<file path="src/rtl/uart_transmitter.sv">
// UART transmit half: captures a byte over a four-phase REQ/ACK handshake and
// shifts it out as start bit, 8 data bits LSB first, then STOP_BITS stop bits.
module uart_transmitter #(
    parameter int CLKS_PER_BIT = 8,
    parameter int STOP_BITS    = 1
) (
    input  logic       clk,
    input  logic       clr,
    input  logic       XMIT_REQ,
    input  logic [7:0] XMIT_DATA,
    output logic       XMIT_ACK,
    output logic       XMIT_BUSY,
    output logic       TX
);

    localparam int TMR_W = (CLKS_PER_BIT > 1) ? $clog2(CLKS_PER_BIT) : 1;
    localparam logic [TMR_W-1:0] TMR_LAST  = TMR_W'(CLKS_PER_BIT - 1);
    localparam logic [2:0]       STOP_LAST = 3'(STOP_BITS - 1);

    typedef enum logic [1:0] {
        S_IDLE,
        S_START,
        S_DATA,
        S_STOP
    } state_t;

    state_t           r_state, w_state_nxt;
    logic [TMR_W-1:0] r_tmr, w_tmr_nxt;
    logic [2:0]       r_idx, w_idx_nxt;
    logic [7:0]       r_shift, w_shift_nxt;
    logic             r_tx, w_tx_nxt;
    logic             r_ack, w_ack_nxt;
    logic             r_busy, w_busy_nxt;
    logic             w_bit_end;

    assign w_bit_end = (r_tmr == TMR_LAST);

    always_ff @(posedge clk) begin
        if (!clr) begin
            r_state <= S_IDLE;
            r_tmr   <= '0;
            r_idx   <= '0;
            r_shift <= '0;
            r_tx    <= 1'b1;
            r_ack   <= 1'b0;
            r_busy  <= 1'b0;
        end else begin
            r_state <= w_state_nxt;
            r_tmr   <= w_tmr_nxt;
            r_idx   <= w_idx_nxt;
            r_shift <= w_shift_nxt;
            r_tx    <= w_tx_nxt;
            r_ack   <= w_ack_nxt;
            r_busy  <= w_busy_nxt;
        end
    end

    always_comb begin
        w_state_nxt = r_state;
        w_tmr_nxt   = r_tmr + TMR_W'(1);
        w_idx_nxt   = r_idx;
        w_shift_nxt = r_shift;
        w_tx_nxt    = r_tx;
        w_busy_nxt  = r_busy;
        // ACK release tracks REQ only, so it may drop while a frame is still going out
        w_ack_nxt   = r_ack;
        if (r_ack && !XMIT_REQ) begin
            w_ack_nxt = 1'b0;
        end

        case (r_state)
            S_IDLE: begin
                w_tmr_nxt = '0;
                w_idx_nxt = '0;
                if (XMIT_REQ && !r_ack) begin
                    w_shift_nxt = XMIT_DATA;
                    w_state_nxt = S_START;
                    w_tx_nxt    = 1'b0;
                    w_ack_nxt   = 1'b1;
                    w_busy_nxt  = 1'b1;
                end
            end
            S_START: begin
                if (w_bit_end) begin
                    w_state_nxt = S_DATA;
                    w_tmr_nxt   = '0;
                    w_tx_nxt    = r_shift[0];
                end
            end
            S_DATA: begin
                if (w_bit_end) begin
                    w_tmr_nxt = '0;
                    if (r_idx == 3'd7) begin
                        w_state_nxt = S_STOP;
                        w_idx_nxt   = '0;
                        w_tx_nxt    = 1'b1;
                    end else begin
                        // TX takes the bit that becomes shift[0] after this shift
                        w_shift_nxt = {1'b0, r_shift[7:1]};
                        w_idx_nxt   = r_idx + 3'd1;
                        w_tx_nxt    = r_shift[1];
                    end
                end
            end
            S_STOP: begin
                if (w_bit_end) begin
                    w_tmr_nxt = '0;
                    if (r_idx == STOP_LAST) begin
                        w_state_nxt = S_IDLE;
                        w_idx_nxt   = '0;
                        w_busy_nxt  = 1'b0;
                    end else begin
                        w_idx_nxt = r_idx + 3'd1;
                    end
                end
            end
            default: begin
                w_state_nxt = S_IDLE;
                w_tmr_nxt   = '0;
                w_idx_nxt   = '0;
                w_tx_nxt    = 1'b1;
                w_busy_nxt  = 1'b0;
            end
        endcase
    end

    assign XMIT_ACK  = r_ack;
    assign XMIT_BUSY = r_busy;
    assign TX        = r_tx;

endmodule

</file>
<file path="config.mk">
export PLATFORM = sky130hd
export DESIGN_NAME = uart_transmitter
export DESIGN_NICKNAME = d
export VERILOG_FILES = /design/src/rtl/uart_transmitter.sv
export SDC_FILE = /design/constraint.sdc
export NUM_CORES = 1
export LEC_CHECK = 0
export ABC_CLOCK_PERIOD_IN_PS = 5500
export CORE_MARGIN = 2
export CORE_UTILIZATION = 57
export CTS_CLUSTER_SIZE = 24
export DETAILED_ROUTE_END_ITERATION = 7
export PLACE_DENSITY = 0.86
export SKIP_CTS_REPAIR_TIMING = 1
export SYNTH_ARGS = -nofsm -noshare
export SYNTH_HDL_FRONTEND = slang
export SYNTH_SLANG_ARGS = --single-unit
</file>
<file path="constraint.sdc">
create_clock -name clk -period 5.5 [get_ports clk]
set_clock_uncertainty 0.2 [all_clocks]
set_input_delay 1.1 -clock clk [delete_from_list [all_inputs] [get_ports clk]]
set_output_delay 1.1 -clock clk [all_outputs]
set_load 0.05 [all_outputs]
</file>
[Yosys cells after proc, flatten, opt, wreduce, memory -nomap -nowiden]
Cells that the tools add are included.
W data, S select, Z words.
Word-level totals
  register bits: 19
  bits of input ports: 11
  output and inout port bits: 3
  word-level logic and storage cells: 67
Cells by class
  $add $sub $neg: 2
  equal/unequal tests: 12
  muxes and demuxes: 30
  reduce and logical (&&, ||, !) cells: 16
Operators with widths (count)
  $mux W8: 3
  $pmux W8 S2: 1
  $mux W3: 5
  $ne A2 B2 Y1 const B: 7
  $mux W2: 6
  $reduce_and A4 Y1: 3
  $mux W1: 10
  $pmux W3 S3: 1
  $pmux W2 S4: 1
  $add A3 B1 Y3 const B: 2
  $eq A3 B3 Y1 const B: 2
  $pmux W3 S2: 1
  $reduce_and A6 Y1: 1
  $reduce_bool A3 Y1: 2
  $eq A2 B2 Y1 const B: 2
  $reduce_bool A2 Y1: 2
  $logic_not A3 Y1: 1
  $pmux W1 S3: 1
  $reduce_and A3 Y1: 1
  $reduce_or A3 Y1: 1
  $eq A2 B1 Y1 const B: 1
  $logic_and A1 B1 Y1: 2
  $logic_not A1 Y1: 2
  $logic_not A2 Y1: 1
  $pmux W1 S2: 1

[Logic depth before layout (Yosys ltp)]
Gate-level depths: netlist of the first run.
  depth after elaboration: 5
  mapped depth: 8
  gate-level depth less buffers: 6

[Worst setup path after synthesis of the first run]
OpenSTA, ideal clock, no wires.
  kind: in2reg
  from: in XMIT_REQ
  to: reg r_tx (netlist: TX)
  setup time: 120 ps
  arrival: 1762 ps
  slack: 3418 ps
  stages: 4
  cells stage by stage: nand2b_2 -> a2bb2oi_1 -> o21ai_0 -> a211o_1
Between the ends
  word-level cells in the longest chain between the ends: 3
RTL lines
  from (decl): RTL line 9  | input logic XMIT_REQ,
  $logic_and A1 B1 Y1: RTL line 75  | if (XMIT_REQ && !r_ack) begin
  $ne A2 B2 Y1 (no line)
  $reduce_and A4 Y1 (no line)
  to (signal assigned): RTL line 52  | r_tx <= w_tx_nxt;
  to (decl): RTL line 31  | logic r_tx, w_tx_nxt;
Every way passes these cells.
A chain may end at the register's enable or synchronous reset.

[Final worst setup path of the first run]
  from: reg r_ack (netlist: XMIT_ACK)
  to: out XMIT_ACK
RTL lines
  from (decl): RTL line 32  | logic r_ack, w_ack_nxt;
  from (signal assigned): RTL line 53  | r_ack <= w_ack_nxt;
  to (decl): RTL line 11  | output logic XMIT_ACK,
No word-level cell between the ends.

==> results, run 1 <==
- The flow ran to the end, and the final reports show no timing, DRC or antenna violations.
- The instance count along the most critical hold path is 1.
- STA classifies the critical path endpoint as an output pin.
- Setup repair after global routing left no endpoint under its margin.
- Across every metal layer, demand over resource in global routing totals 21.70%.
- The worst path uses 50.47% of the clock period.
- Summing every instance area after synthesis gives 1057 sq um.
- Power comes to 0.5630 mW.
- For this run, the top clock speed supported by timing is 360.2 MHz.
- The horizontal die dimension is 47.07 microns.
- The CTS H-tree depth is 1.
- The area share of the leading cell type in the synthesized netlist is 35.98%.
- The number of failing setup endpoints in the final timing report is 0.
- The number of global-route vias before repair is 798.
- The core region is 1727 sq um.
- Routability-driven placement finished with a final weighted congestion of 0.8145.
- In this run the number of cells on the critical path is 1.
- After the flow finishes, the layout carries non-filler instances totaling 149.
- The number of distinct standard cells referenced by the synthesized netlist is 38.
- No sink is reached through more buffers than the 2 on the longest clock path.
- The buffer type at the clock tree root is sky130_fd_sc_hd__clkbuf_4.
- The total congestion overflow is 0.
- The max-cap violation count is 0.
- The placed instance area is 1187 sq um.
- The post-detailed-route wirelength per cell is 13.05 microns.
- The vertical die dimension is 47.07 microns.
- The count of buffer and inverter cells on the critical path is 1.
- The number of port buffers is 13.
- The detailed-route DRC error count is 0.
- The average vias per placed instance is 5.423.
- The worst-case IR drop observed on VDD is 0.3275 mV.
- The final critical delay including setup and external delays is 2.776 ns.
- The static leakage power is 0.4873 nW.
- The post-detailed-route count of antenna-violating nets is 0.
- The critical path data required time is 4.20 ns.
- The signal on the critical path passes through clkdlybuf4s50_1.
- The worst setup path is launched from a flop.
- The worst hold path belongs to the class reg2reg.
- For the final routed database, the setup TNS stands at 0 ns.
- The critical register-to-register path endpoint is r_shift[5].
- The delay of the slowest cell on the worst path is 0.82 ns.
- At the worst endpoint, the arrival time is 1.48 ns.
- The first global-routing pass estimated 3256 microns of wire.
- For this design the ratio of total power to cell area is 463.9 nW/um^2.
- The slack of the worst reg-to-reg path is 3.26 ns.
- Synthesis produced 112 cells.
- Counting cells, the worst reg-to-reg path comes to 6.
- Headroom to the max-slew limit came out at 59.09%.
- The cell count after placement is 145.
- Along the worst path, the maximum fanout reaches 3.
- The die covers 2215 sq um.
- In this design, the largest share of critical-path delay is due to buffers and inverters.
- The clock reaches the later pin of the worst-skew pair after 0.29 ns.
- The synthesized design contains 0 enable-type register cells.
- The share of cells above drive strength 1 is 6.452%.
- The worst register-to-register path begins at r_state[0].
- For this block, the initial DRC count from the detailed router was 13.
- The most area-hungry cell type in the Yosys netlist is sky130_fd_sc_hd__dfxtp_1.
- The library cells used most frequently in the layout, excluding fill and tap cells, are sky130_fd_sc_hd__dfxtp_1, sky130_fd_sc_hd__clkdlybuf4s50_1, sky130_fd_sc_hd__ha_1.
- The post-synthesis to final-layout area growth is 14.79%.
- The number of pins exceeding their max-slew limit in the final report is 0.
- The initial core utilization is 61.23%.
- The number of placement rows is 15.
- The top-level port count is 14.
- The critical path is of the reg2out type.
- The total length of routed wires is 1944 microns.
- The capture point of the critical path is XMIT_ACK.
- In the synthesized netlist the async set-or-reset flop fraction comes to 0%.
- The number of antenna violations at the first check in global routing is 0.
- For this block, the via count after detailed routing is 808.
- The final HPWL from detailed placement is 1497 microns.
- The Yosys warning count is 0.
- The total iterations of the first detailed-routing run is 3.
- After synthesis the netlist holds a flip-flop and latch count of 19.
- Synthesis produced a netlist with a net count of 135.
- TritonCTS built the clock tree.
- The number of hold violations in the final report was 0.
- Leaving out fill and tap cells, the most frequent cell in the layout is sky130_fd_sc_hd__dfxtp_1.
- Counting every sink on the clock net gives 19.
- The largest net degree at the start of global routing is 17.
- After clock tree synthesis, the clock-pin slew on the worst setup and hold paths is 0.11 ns.
- The finished cells cover 1214 sq um.
- Among all stages on the critical path, the largest delay is contributed by sky130_fd_sc_hd__clkdlybuf4s50_1.
- In the post-synthesis netlist, the biggest area contributors are sky130_fd_sc_hd__dfxtp_1, sky130_fd_sc_hd__ha_1, sky130_fd_sc_hd__mux2i_1.
- The slew at the pin with the worst max-slew slack is 0.6136 ns.
- The prevailing post-synth register cell is sky130_fd_sc_hd__dfxtp_1.
- The number of antenna diodes in the final layout is 0.
- The total clock buffers created by CTS is 3.
- The final layout contains 148 nets.
- The average footprint of a synthesized cell is 9.440 sq um.
- The startpoint of the most critical setup path is XMIT_ACK.
- After synthesis, flip-flops and latches occupy 35.98% of the total area.
[sequential cells by signal, summed over array words and instances, names as in the netlist]
register,count
TX,1
XMIT_ACK,1
XMIT_BUSY,1
r_idx,3
r_shift,8
r_state,2
r_tmr,3
[logic make-up (layout without fill, tap and decap cells)]
| kind of cell | count (synthesis) | count (layout) | share of synthesized area [%] |
|---|---|---|---|
| DFF | 19 | 19 | 35.98 |
| adders and majority gates | 12 | 12 | 14.20 |
| buffers and inverters | 13 | 25 | 5.799 |
| AOI/OAI and AO/OA | 25 | 25 | 18.58 |
| muxes | 9 | 9 | 8.521 |
| and+or+nand+nor | 34 | 34 | 16.92 |
[Yosys cell counts, types with 2 or more instances]
cell / count
sky130_fd_sc_hd__dfxtp_1: 19
sky130_fd_sc_hd__ha_1: 12
sky130_fd_sc_hd__mux2i_1: 9
sky130_fd_sc_hd__nand2_1: 9
sky130_fd_sc_hd__inv_1: 8
sky130_fd_sc_hd__nor2_1: 7
sky130_fd_sc_hd__a211oi_1: 6
sky130_fd_sc_hd__o21ai_0: 6
sky130_fd_sc_hd__nand2b_1: 3
sky130_fd_sc_hd__and2_1: 2
sky130_fd_sc_hd__clkbuf_1: 2
sky130_fd_sc_hd__nand3_1: 2
sky130_fd_sc_hd__nor2b_1: 2
[worst reg2reg max path: cells and delay by family, from the launching register on]
kind / cells / cell delay, ns
DFF: 1 / 0.37
adders and majority gates: 1 / 0.57
buffers and inverters: 1 / 0.14
AOI/OAI and AO/OA: 2 / 0.62
and+or+nand+nor: 2 / 0.25
[worst min path at each step]
stage	from	to	slack, ns
after floorplan	r_tmr[0]	r_tmr[0]	0.21
after global placement	r_tmr[0]	r_tmr[0]	0.22
after detailed placement	r_tmr[0]	r_tmr[0]	0.25
after CTS	r_tmr[0]	r_tmr[0]	0.27
after global routing	r_tmr[0]	r_tmr[0]	0.27
final	r_tmr[0]	r_tmr[0]	0.26
[layout make-up]
type / instances / area (sq um)
Inverter: 8 / 30.03
Multi-Input combinational cell: 80 / 615.6
Timing Repair Buffer: 13 / 130.1
Tap cell: 25 / 31.28
Clock buffer: 4 / 26.28
Sequential cell: 19 / 380.4
Fill cell: 153 / 513.0
[power by group]
part           internal (mW)  total (mW)  switching, mW
logic                  0.115       0.279          0.164
clock network         0.0282      0.0688         0.0406
registers              0.184       0.215         0.0313
total                  0.327       0.563          0.236
[per-stage QoR]
stage / setup WS [ns] / hold WS, ns / util, %
2_1_floorplan: 3.418 / 0.2053 / -
3_3_place_gp: 2.793 / 0.2193 / 68.77
3_5_place_dp: 2.759 / 0.2486 / 68.77
4_1_cts: 2.699 / 0.2656 / 70.29
5_1_grt: 2.664 / 0.2731 / 70.29
6_report: 2.724 / 0.2597 / 70.29
[routing by layer]
layer  wire (microns)  vias up  track usage (%)
met2              977        9            36.71
met4               28        0            13.33
met1              889      379            24.82
li1                 -      418                -
met3               48        2            4.615
met5                0        -                0
Note: power is estimated with default switching activity, not from simulation.
==> run 2, diff against run 1 <==
Settings changed: ABC_CLOCK_PERIOD_IN_PS 5500 to 2800, CORE_UTILIZATION 57 to 53, PLACE_DENSITY 0.86 to 0.81.
Clock period 5.5 ns to 2.8 ns, I/O delays scaled along.
==> results, run 2 (synthesis gave the netlist of run 1 again) <==
- The number of sinks on the clock net came to 19 (unchanged).
- The layout net count is 149 (+0.68%).
- The global-route wire length before repair is 3422 microns (+5.1%).
- The largest net degree at the start of global routing is 17 (unchanged).
- The library cell used most frequently in the layout, excluding fill and tap cells, is sky130_fd_sc_hd__dfxtp_1.
- The data arrival time of the critical path is 2.27 ns (+0.79 ns).
- The critical path in this run is classified as reg2reg.
- The start point of the worst hold path is r_tmr[0].
- The post-detailed-route wirelength per cell is 13.32 microns (+2.1%).
- The share of cells above drive strength 1 is 8.000% (+1.5 points).
- The floorplan core area came to 1922 sq um (+11%).
- In the final layout, the registers with the most flip-flops are r_shift x8, r_idx x3, r_tmr x3.
- The detailed-route DRC error count is 0 (unchanged).
- The total congestion overflow is 0 (unchanged).
- The share of the core filled with cells in the final layout is 63.74% (-6.6 points).
- The average vias per placed instance was 5.434 (+0.21%).
- The cell count after placement is 148 (+2.1%).
- The number of antenna diodes is 0 (unchanged).
- The total length of routed wires is 2024 microns (+4.1%).
- The achievable frequency is 440.7 MHz.
- The clock transition at the registers of the reported paths is 0.11 ns (about the same).
- The portion of the clock cycle consumed by the worst path in the final layout is 81.04%.
- In this run the critical register-to-register path is launched from r_state[0].
- The total power density per cell area is 913.1 nW/um^2 (+97%).
- The number of failing setup endpoints in the final timing report came to 0 (unchanged).
- The initial core utilization is 55.01% (-6.2 points).
- The post-route non-filler standard cell count was 152 (+2.0%).
- The slew at the pin with the worst max-slew slack was 0.6225 ns (+0.008942 ns).
- The number of global-route vias before repair is 788 (-1.3%).
- The vertical die dimension was 48.67 microns (+3.4%).
- The total clock buffers created by CTS is 3 (unchanged).
- The worst hold path terminates at r_tmr[0].
- The path type of the worst min-delay path is reg2reg.
- The number of DRC violations after detailed-routing iteration 0 is 9 (-4).
- The critical path data required time was 2.80 ns (-1.40 ns).
- The critical register-to-register path endpoint is r_shift[5].
- Setup repair after global routing left no endpoint under its margin.
- The maximum vdd drop is 0.5740 mV (+75%).
- The clock latency reported for the late side of the worst-skew pair was 0.29 ns (about the same).
- The final total power is 1.118 mW (+99%).
- The horizontal die dimension was 48.67 microns (+3.4%).
- The total iterations of the first detailed-routing run is 4 (+1).
- The register with the highest flop count is r_shift.
- The number of hold violations in the final report is 0 (unchanged).
- The maximum count of clock buffers along a single path is 2 (unchanged).
- The number of port buffers is 13 (unchanged).
- The worst setup path is launched from a flop.
- The instance count along the most critical hold path is 1 (unchanged).
- The post-route setup TNS is 0 ns (unchanged).
- The peak fanout along the critical path was 16 (+13).
- The tightest slew margin relative to the limit is 58.50% (-0.60 points).
- The slack of the worst reg-to-reg path is 0.53 ns (-2.73 ns).
- The flip-flop count of the largest register after layout is 8 (unchanged).
- The CTS H-tree depth is 1 (unchanged).
- The count of fill cells added during filler insertion is 175 (+14%).
- The static leakage power is 0.4948 nW (+1.5%).
- The post-detailed-route count of antenna-violating nets is 0 (unchanged).
- Counting I/O delays and the setup requirement, the final critical path takes 2.269 ns.
- The number of placement rows is 16 (+1).
- The flow ran to the end, and the final reports show no timing, DRC or antenna violations.
- The die outline area is 2368 sq um (+6.9%).
- The via count is 826 (+2.2%).
- The number of pins exceeding their max-slew limit in the final report is 0 (unchanged).
- The cell depth of the worst flop-to-flop path is 6 (unchanged).
- The final HPWL from detailed placement was 1569 microns (+4.8%).
- In this run the clock root is driven by a sky130_fd_sc_hd__clkbuf_4.
- STA classifies the critical path endpoint as a flop.
- The max-cap violation count is 0 (unchanged).
- In the layout the commonest cells are sky130_fd_sc_hd__dfxtp_1, sky130_fd_sc_hd__clkdlybuf4s50_1, sky130_fd_sc_hd__ha_1.
- The global-route usage over all layers came to 18.60% (-3.1 points).
- The area growth from synthesis to layout is 15.86%.
- TritonCTS built the clock tree.
- The top-level port count is 14 (unchanged).
- The final weighted congestion in routability-driven placement was 0.8704 (+6.9%).
- The number of antenna violations at the first check in global routing was 0 (unchanged).
## run 2: worst max-delay path by stage
| stage | slack (ns) | to | startpoint | cells after the start |
|---|---|---|---|---|
| floorplan | 1.02 | r_shift[6] | r_idx[0] | 7 |
| global placement | 0.65 | r_shift[3] | XMIT_REQ | 5 |
| detailed placement | 0.57 | r_shift[5] | r_state[0] | 6 |
| CTS | 0.53 | TX | TX | 1 |
| global route | 0.36 | r_shift[5] | r_state[0] | 6 |
| finish | 0.53 | r_shift[5] | r_state[0] | 6 |
## run 2: critical path: stages (launching register included)
cell and delay [ns]:
sky130_fd_sc_hd__dfxtp_1 0.37, sky130_fd_sc_hd__inv_1 0.15, sky130_fd_sc_hd__ha_1 0.58, sky130_fd_sc_hd__nand3b_2 0.16, sky130_fd_sc_hd__a22oi_4 0.40, sky130_fd_sc_hd__nor2_1 0.08
sky130_fd_sc_hd__a211oi_1 0.25
## run 2: layer usage
metal  vias up  routed length [microns]  global-route usage (%)
met4         0                       57                   7.619
met1       384                      898                   21.64
li1        421                        -                       -
met5         -                        0                       0
met3         6                       71                   3.395
met2        15                      997                   33.33
## run 2: cell type report
| type | count | area, sq um | share of cell area, % |
|---|---|---|---|
| clock inverter | 1 | 5.005 | 0.4086 |
| multi-input combinational | 80 | 615.6 | 50.26 |
| inverter | 8 | 30.03 | 2.451 |
| tap | 27 | 33.78 | 2.758 |
| sequential | 19 | 380.4 | 31.05 |
| clock buffer | 3 | 22.52 | 1.839 |
| timing repair buffer | 14 | 137.6 | 11.24 |
## run 2: stage by stage
step | hold slack [ns] | setup WS [ns] | area, sq um
CTS | 0.2638 | 0.5255 | 1225
floorplan | 0.2053 | 1.022 | 1057
detailed placement | 0.2391 | 0.5693 | 1197
global route | 0.2773 | 0.3579 | 1225
finish | 0.2600 | 0.5310 | 1225
global placement | 0.2258 | 0.6468 | 1197
## run 2: power by group
part | leakage [nW] | internal (mW) | total [mW] | switching (mW)
registers | 0.156 | 0.361 | 0.428 | 0.0661
logic | 0.321 | 0.227 | 0.554 | 0.327
clock network | 0.0177 | 0.0530 | 0.137 | 0.0839
